<file path="config.mk">
export PLATFORM = sky130hd
export DESIGN_NAME = fifo_param
export DESIGN_NICKNAME = d
export VERILOG_FILES = /design/src/rtl/fifo_param.sv
export SDC_FILE = /design/constraint.sdc
export NUM_CORES = 1
export LEC_CHECK = 0
export BUFFER_PORTS_ARGS = -buffer_cell sky130_fd_sc_hd__buf_2
export CORE_ASPECT_RATIO = 1.1
export CORE_MARGIN = 8
export CORE_UTILIZATION = 50
export CTS_CLUSTER_SIZE = 10
export DETAILED_ROUTE_END_ITERATION = 7
export PLACE_DENSITY = 0.72
export SETUP_SLACK_MARGIN = 0.15
export SYNTH_ARGS = -nofsm -noshare
export SYNTH_HDL_FRONTEND = slang
export SYNTH_SLANG_ARGS = --single-unit
</file>
<file path="constraint.sdc">
create_clock -name clk_i -period 5.2 [get_ports clk_i]
set_input_delay 0.52 -clock clk_i [delete_from_list [all_inputs] [get_ports clk_i]]
set_output_delay 0.52 -clock clk_i [all_outputs]
set_load 0.01 [all_outputs]
</file>
<file path="src/rtl/fifo_param.sv">
// fifo_param: parametrised single-clock valid/ready FIFO with an occupancy
// count, almost-full/almost-empty flags and a synchronous flush.
//
// Ports:
//   clk_i          rising-edge clock for all state
//   rstn_i         synchronous active-low reset (pointers and count to 0)
//   valid_i/data_i upstream word, accepted when valid_i & ready_o
//   ready_o        FIFO can accept a word this cycle
//   valid_o/data_o head word (first-word-fall-through), data_o is 0 when idle
//   ready_i        downstream takes the head word when valid_o & ready_i
//   flush_i        synchronous clear; blocks both handshakes while high
//   level_o        current occupancy (0..DEPTH)
//   almost_full_o  level_o >= AFULL_TH
//   almost_empty_o level_o <= AEMPTY_TH
module fifo_param #(
    parameter int DATA_W    = 8,
    parameter int DEPTH     = 4,
    parameter int AFULL_TH  = DEPTH - 1,
    parameter int AEMPTY_TH = 1
) (
    input  logic                       clk_i,
    input  logic                       rstn_i,
    input  logic                       valid_i,
    input  logic [DATA_W-1:0]          data_i,
    output logic                       ready_o,
    output logic                       valid_o,
    output logic [DATA_W-1:0]          data_o,
    input  logic                       ready_i,
    input  logic                       flush_i,
    output logic [$clog2(DEPTH+1)-1:0] level_o,
    output logic                       almost_full_o,
    output logic                       almost_empty_o
);

    localparam int PW = $clog2(DEPTH);
    localparam int CW = $clog2(DEPTH + 1);

    localparam logic [CW-1:0] DEPTH_C  = CW'(DEPTH);
    localparam logic [CW-1:0] AFULL_C  = CW'(AFULL_TH);
    localparam logic [CW-1:0] AEMPTY_C = CW'(AEMPTY_TH);

    logic [PW-1:0]     wr_ptr_q, wr_ptr_d;
    logic [PW-1:0]     rd_ptr_q, rd_ptr_d;
    logic [CW-1:0]     count_q,  count_d;
    logic [DATA_W-1:0] mem_q [DEPTH];

    logic push_s;
    logic pop_s;

    // Both handshakes are gated by reset and flush, so a flush cycle can
    // never move data; full/empty are decided by the count alone because
    // the pointers are equal in both cases.
    assign ready_o = (count_q != DEPTH_C) & rstn_i & ~flush_i;
    assign valid_o = (count_q != {CW{1'b0}}) & rstn_i & ~flush_i;
    assign data_o  = valid_o ? mem_q[rd_ptr_q] : {DATA_W{1'b0}};

    assign push_s = valid_i & ready_o;
    assign pop_s  = valid_o & ready_i;

    assign level_o        = count_q;
    assign almost_full_o  = (count_q >= AFULL_C);
    assign almost_empty_o = (count_q <= AEMPTY_C);

    // Next-state for pointers and occupancy; flush has priority over traffic.
    always_comb begin
        wr_ptr_d = wr_ptr_q;
        rd_ptr_d = rd_ptr_q;
        count_d  = count_q;
        if (flush_i) begin
            wr_ptr_d = {PW{1'b0}};
            rd_ptr_d = {PW{1'b0}};
            count_d  = {CW{1'b0}};
        end else begin
            // DEPTH is a power of two, so pointers wrap by plain overflow.
            if (push_s) begin
                wr_ptr_d = wr_ptr_q + PW'(1);
            end else begin
                wr_ptr_d = wr_ptr_q;
            end
            if (pop_s) begin
                rd_ptr_d = rd_ptr_q + PW'(1);
            end else begin
                rd_ptr_d = rd_ptr_q;
            end
            case ({push_s, pop_s})
                2'b10:   count_d = count_q + CW'(1);
                2'b01:   count_d = count_q - CW'(1);
                default: count_d = count_q;
            endcase
        end
    end

    // Control state registers with synchronous active-low reset.
    always_ff @(posedge clk_i) begin
        if (!rstn_i) begin
            wr_ptr_q <= {PW{1'b0}};
            rd_ptr_q <= {PW{1'b0}};
            count_q  <= {CW{1'b0}};
        end else begin
            wr_ptr_q <= wr_ptr_d;
            rd_ptr_q <= rd_ptr_d;
            count_q  <= count_d;
        end
    end

    // Storage write; the array itself is deliberately left unreset.
    always_ff @(posedge clk_i) begin
        if (push_s) begin
            mem_q[wr_ptr_q] <= data_i;
        end
    end

endmodule

</file>
# Yosys cells after proc, flatten, opt, wreduce, memory -nomap -nowiden
# Memory sizes are Yosys's and may differ from the RTL's. A register that Yosys moved wholly into a read port is not among the register bits.
# Cells that the tools add are included.
[op_classes] n_addsub=4 order_cmp=2 n_eq_ne=3 muxes=6 bitwise_logic=8 n_reduce_logical=3
[ops] cell="8-bit 2-to-1 mux" count=1
[ops] cell="1-bit bitwise AND" count=6
[ops] cell="3-bit one-hot mux with 2 select lines" count=1
[ops] cell="2-bit by 1-bit adder with 2-bit output, second input constant" count=2
[ops] cell="2-bit 2-to-1 mux" count=2
[ops] cell="3-bit by 1-bit adder with 3-bit output, second input constant" count=1
[ops] cell="3-bit by 2-bit greater-or-equal comparator with 1-bit output, second input constant" count=1
[ops] cell="3-bit by 1-bit less-or-equal comparator with 1-bit output, second input constant" count=1
[ops] cell="3-bit inequality test, second input constant" count=1
[ops] cell="3-bit nonzero test" count=1
[ops] cell="3-bit by 1-bit subtractor with 3-bit output, second input constant" count=1
[ops] cell="2-bit by 1-bit equality test with 1-bit output, second input constant" count=1
[ops] cell="2-bit equality test, second input constant" count=1
[ops] cell="1-bit 2-to-1 mux" count=2
[ops] cell="1-bit inverter" count=2
[ops] cell="2-bit nonzero test" count=1
[ops] cell="2-bit OR reduction" count=1
[totals] ff_bits=7 mem_bits_rw=32 in_bits=13 out_inout_bits=15 wordCells=30 memories=1
[mem_list] memory="mem_q" words=4 width=8 rd=1 rd_clocked_by_memory_dff=1 wr=1 line="45" text="logic [DATA_W-1:0] mem_q [DEPTH];"

# Longest topological paths before layout
[logic_depth] word_depth=6 ltp_mapped=10 ltp_nobuf=9

# Worst setup path after synthesis
# Ideal clock, no wire load.
[synth_timing] path_kind="register to register" start="reg count_q[0], in the netlist level_o[0]" end="reg count_q[2], in the netlist level_o[2]" setup_time_ns=0.070 t_arrival_ns=1.874 required_time_ns=5.130 setup_slack_ns=3.256 stages_incl_launch_ff=11 n_path_buf=1 period_less_slack_ns=1.944 cell_sequence="dfxtp_1 inv_1 ha_1 nand2_1 and3_1 clkbuf_2 inv_1 ha_1 nor3_1 a31oi_1 a21oi_1"
[synth_via] elab_chain_cells=6 elab_cells_between_ends=14 classes_between="2 x add/sub; 3 x eq/ne; 1 x mux; 6 x bitwise; 2 x reduce/logical"
[synth_rtl] element="start, declared" line="44" text="logic [CW-1:0] count_q, count_d;"
[synth_rtl] element="start signal, assigned" line="98" text="count_q <= {CW{1'b0}};"
[synth_rtl] element="start signal, assigned" line="102" text="count_q <= count_d;"
[synth_rtl] element="3-bit inequality test or 3-bit nonzero test (tied branches)" line="53, 54"
[synth_rtl] element="1-bit bitwise AND, on equally long branches (2 in series)" line="53, 54"
[synth_rtl] element="1-bit bitwise AND, on equally long branches" line="57, 58"
[synth_rtl] element="2-bit by 1-bit equality test with 1-bit output or 2-bit equality test (tied branches)" line="85" text="case ({push_s, pop_s})"
[synth_rtl] element="3-bit one-hot mux with 2 select lines or 2-bit nonzero test (tied branches)"
# Parallel ways exist; a longest one is shown, timed or not.
# A chain may end at the register's enable or synchronous reset.

==> summary.txt <==
Critical path
  • Crit-path cells: mux4_2 > and3_1 > buf_2
  • Crit path max fanout: 8
  • Worst EP arrival: 1.92 ns
  • R2r startpoint: level_o[0]
  • Crit. End Element: output pin
  • Critical path's slowest cell: dfxtp_1
  • Req. time, crit path: 4.68 ns
  • CP Launch Type: register
  • CP max stage delay: 0.68 ns
  • Critical path class: reg -> out

Placed design
  • HPWL Detailed: 2.30 mm
  • Inst Count DP: ~190
  • IO Port Bufs: 27
  • Routability Congestion: 0.733
  • Placed Area: around 0.0019 mm^2

Worst hold path
  • Hold_sp: data_i[7]
  • Hold crit path type: in -> reg

Global route
  • Initial antenna violation count: 0
  • GRT Overall Usage: between 10% and 20%
  • Total grt overflow: 0
  • Most crowded layer after global routing: met2
  • Met1 global-route usage: 12.8%
  • Vias in the first global route: 1,111
  • Met2 usage: 21.3%
  • Global-route wire length before repair: 5.26 mm
  • GRT met3 Usage: 4.96%
  • Largest net degree at the start of global routing: 15

Floorplan
  • Starting Density: 52.6%
  • Die area: 0.00573 mm^2
  • Die X-Extent: about 73 um
  • Core area: 0.00339 mm^2
  • Cell Rows: 22
  • Die height: 78.6 um
  • Number of I/O pins: 28

STA
  • Setup Viol. Count Final: 0
  • Hold Violations, Final: 0
  • Unrepaired setup endpoints after global routing: false
  • Setup TNS Final: 0 ns
  • Hold_ws: 0.365 ns
  • Relative slew slack: about 45%
  • Max frequency: 410 MHz
  • Max Slew Vio Count: 0
  • Tightest Pin Transition: 0.824 ns
  • Tcrit/Tclk final: 46.9%
  • Final Skew: 0.0161 ns
  • Crit path time final: 2.44 ns

Synthesis
  • Synth Cell Area: 0.00178 mm^2
  • Cell variety after synth: 25
  • Syn avg cell area: 15.1 um^2
  • Sequential-to-total area share from yosys stat: 64.0%
  • YS warnings: 0
  • Synthesis-stage register bit count: 41
  • Synthesized Nets: 141
  • Syn Inst Count: 118

Finish
  • Area growth syn-to-layout: 15.1%
  • Fillers: 283
  • Most frequent cells in the layout: 32 x edfxtp_1, 27 x buf_2, 10 x ha_1
  • # nets final: 170
  • Layout cells sized above 1: 29.1%
  • Commonest non-fill, non-tap cell in the layout: edfxtp_1
  • Diodes inserted: 0
  • Final instance area: between 0.002 and 0.0025 mm^2
  • Final Non-Filler Cells: just under 200

CTS
  • Clk Latency, worst-skew pair: approximately 0.36 ns
  • Clk root buf: clkbuf_4
  • # hold bufs at CTS: 0
  • Number of setup buffers added after CTS: 0
  • TritonCTS Sinks: 41
  • CTS Buf Count: 5
  • Longest Clk Path Bufs: 2
  • Reg clk slew, reported paths: 0.13 ns
  • CTS tree: built
  • Resized Gates After CTS: 0
  • H-tree levels: 2

Pwr
  • Sw Share: between 10% and 20%
  • Maximum vdd drop: roughly 0.25 mV
  • Pwr Density: roughly 310 mW/mm^2
  • Switching power total: 125 uW
  • Logic pwr share: 4.2%
  • Seq pwr share: between 50 and 60%
  • Leakage Power: 0.805 nW
  • Clock share of power: 40.1%
  • Internal Pwr Total: approximately 520 uW

Job
  • Number of max-cap violations: 0

Drt
  • Routed WL: 3.19 mm
  • Vias per cell: around 5.2
  • Via count: 1,016
  • Starting DRC count in detailed routing: 40
  • Residual DRC: 0
  • Final ANT Viol Nets: 0
  • Wire length per cell: approximately 16 um
  • Drt first pass iters: 4

Status
  • Status: finished, final reports clean
worst paths after layout:
path         slack (ns)           to  cells past startpoint
max                2.76    data_o[6]                      3
max reg2reg        2.99   level_o[2]                      9
min                0.37  mem_q[2][7]                      1
min reg2reg        0.50  rd_ptr_q[1]                      1
Yosys cell counts:
master    count  share of area (%)
dfxtp_1       9                 10
and2_1        4                1.4
o31ai_1       4                1.7
nand2_1       4               0.84
mux4_2        8                 10
a21oi_1       3               0.84
and3_1        9                3.2
clkbuf_1      1               0.21
nand2b_1      2               0.70
a31oi_1       1               0.35
nand4_1       1               0.35
nor2_1        6                1.3
mux2i_1       1               0.56
nor2b_1       3                1.1
clkbuf_2      2               0.56
edfxtp_1     32                 54
buf_4         1               0.42
nor3_1        1               0.28
xor2_1        2               0.98
o211ai_1      2               0.84
buf_6         1               0.63
inv_1         8                1.7
o21ai_0       2               0.56
a211oi_1      1               0.42
ha_1         10                7.0
per-stage QoR:
step / power [mW] / utilization [%] / setup WS (ns)
floorplan: 0.382 / - / 3.26
finish: 0.645 / 60.6 / 2.76
CTS: 0.651 / 60.6 / 2.68
detailed placement: 0.394 / 57.4 / 2.58
global route: 0.669 / 60.6 / 2.58
global placement: 0.393 / 57.4 / 2.66
routing by layer:
metal / vias to the layer above / routed length, um
met5: - / 0
met4: 0 / 57
met3: 6 / 179
met2: 18 / 1640
met1: 495 / 1320
li1: 497 / -
registers in the layout, summed over array words and instances, names as in the netlist, named ones only:
name      count
mem_q        32
level_o       3
rd_ptr_q      2
wr_ptr_q      2
layout make-up:
type | instances | area (um^2) | share of cell area, %
clock buffers | 5 | 37.5 | 1.83
clock inverters | 3 | 68.8 | 3.36
inverters | 8 | 30.0 | 1.46
multi-input cells | 64 | 578 | 28.2
flip-flops and latches | 41 | 1140 | 55.6
well taps | 48 | 60.1 | 2.93
repair buffers | 27 | 135 | 6.59
kinds of logic (layout without fill, tap and decap cells):
group / Yosys count / in the layout / synth area share, %
AO/OA/AOI/OAI: 13 / 13 / 4.71
XOR/XNOR: 2 / 2 / 0.983
adder cells (fa/ha/maj): 10 / 10 / 7.02
buffers and inverters: 13 / 43 / 3.51
flip-flops: 41 / 41 / 64.0
multiplexers: 9 / 9 / 10.7
AND/OR/NAND/NOR: 30 / 30 / 9.06
critical path, delay by kind of cell, from the launching register on:
| kind | cells | cell delay (ns) |
|---|---|---|
| buffers and inverters | 1 | 0.14 |
| muxes | 1 | 0.56 |
| DFF | 1 | 0.68 |
| and+or+nand+nor | 1 | 0.19 |
power by group through the flow:
stage / combinational [mW] / sequential, mW / clock, mW
floorplan: 0.0158 / 0.366 / 0
global placement: 0.0267 / 0.366 / 0
detailed placement: 0.0277 / 0.367 / 0
CTS: 0.0278 / 0.359 / 0.264
global route: 0.0311 / 0.360 / 0.278
finish: 0.0272 / 0.359 / 0.259
(Power assumes the default switching activity.)
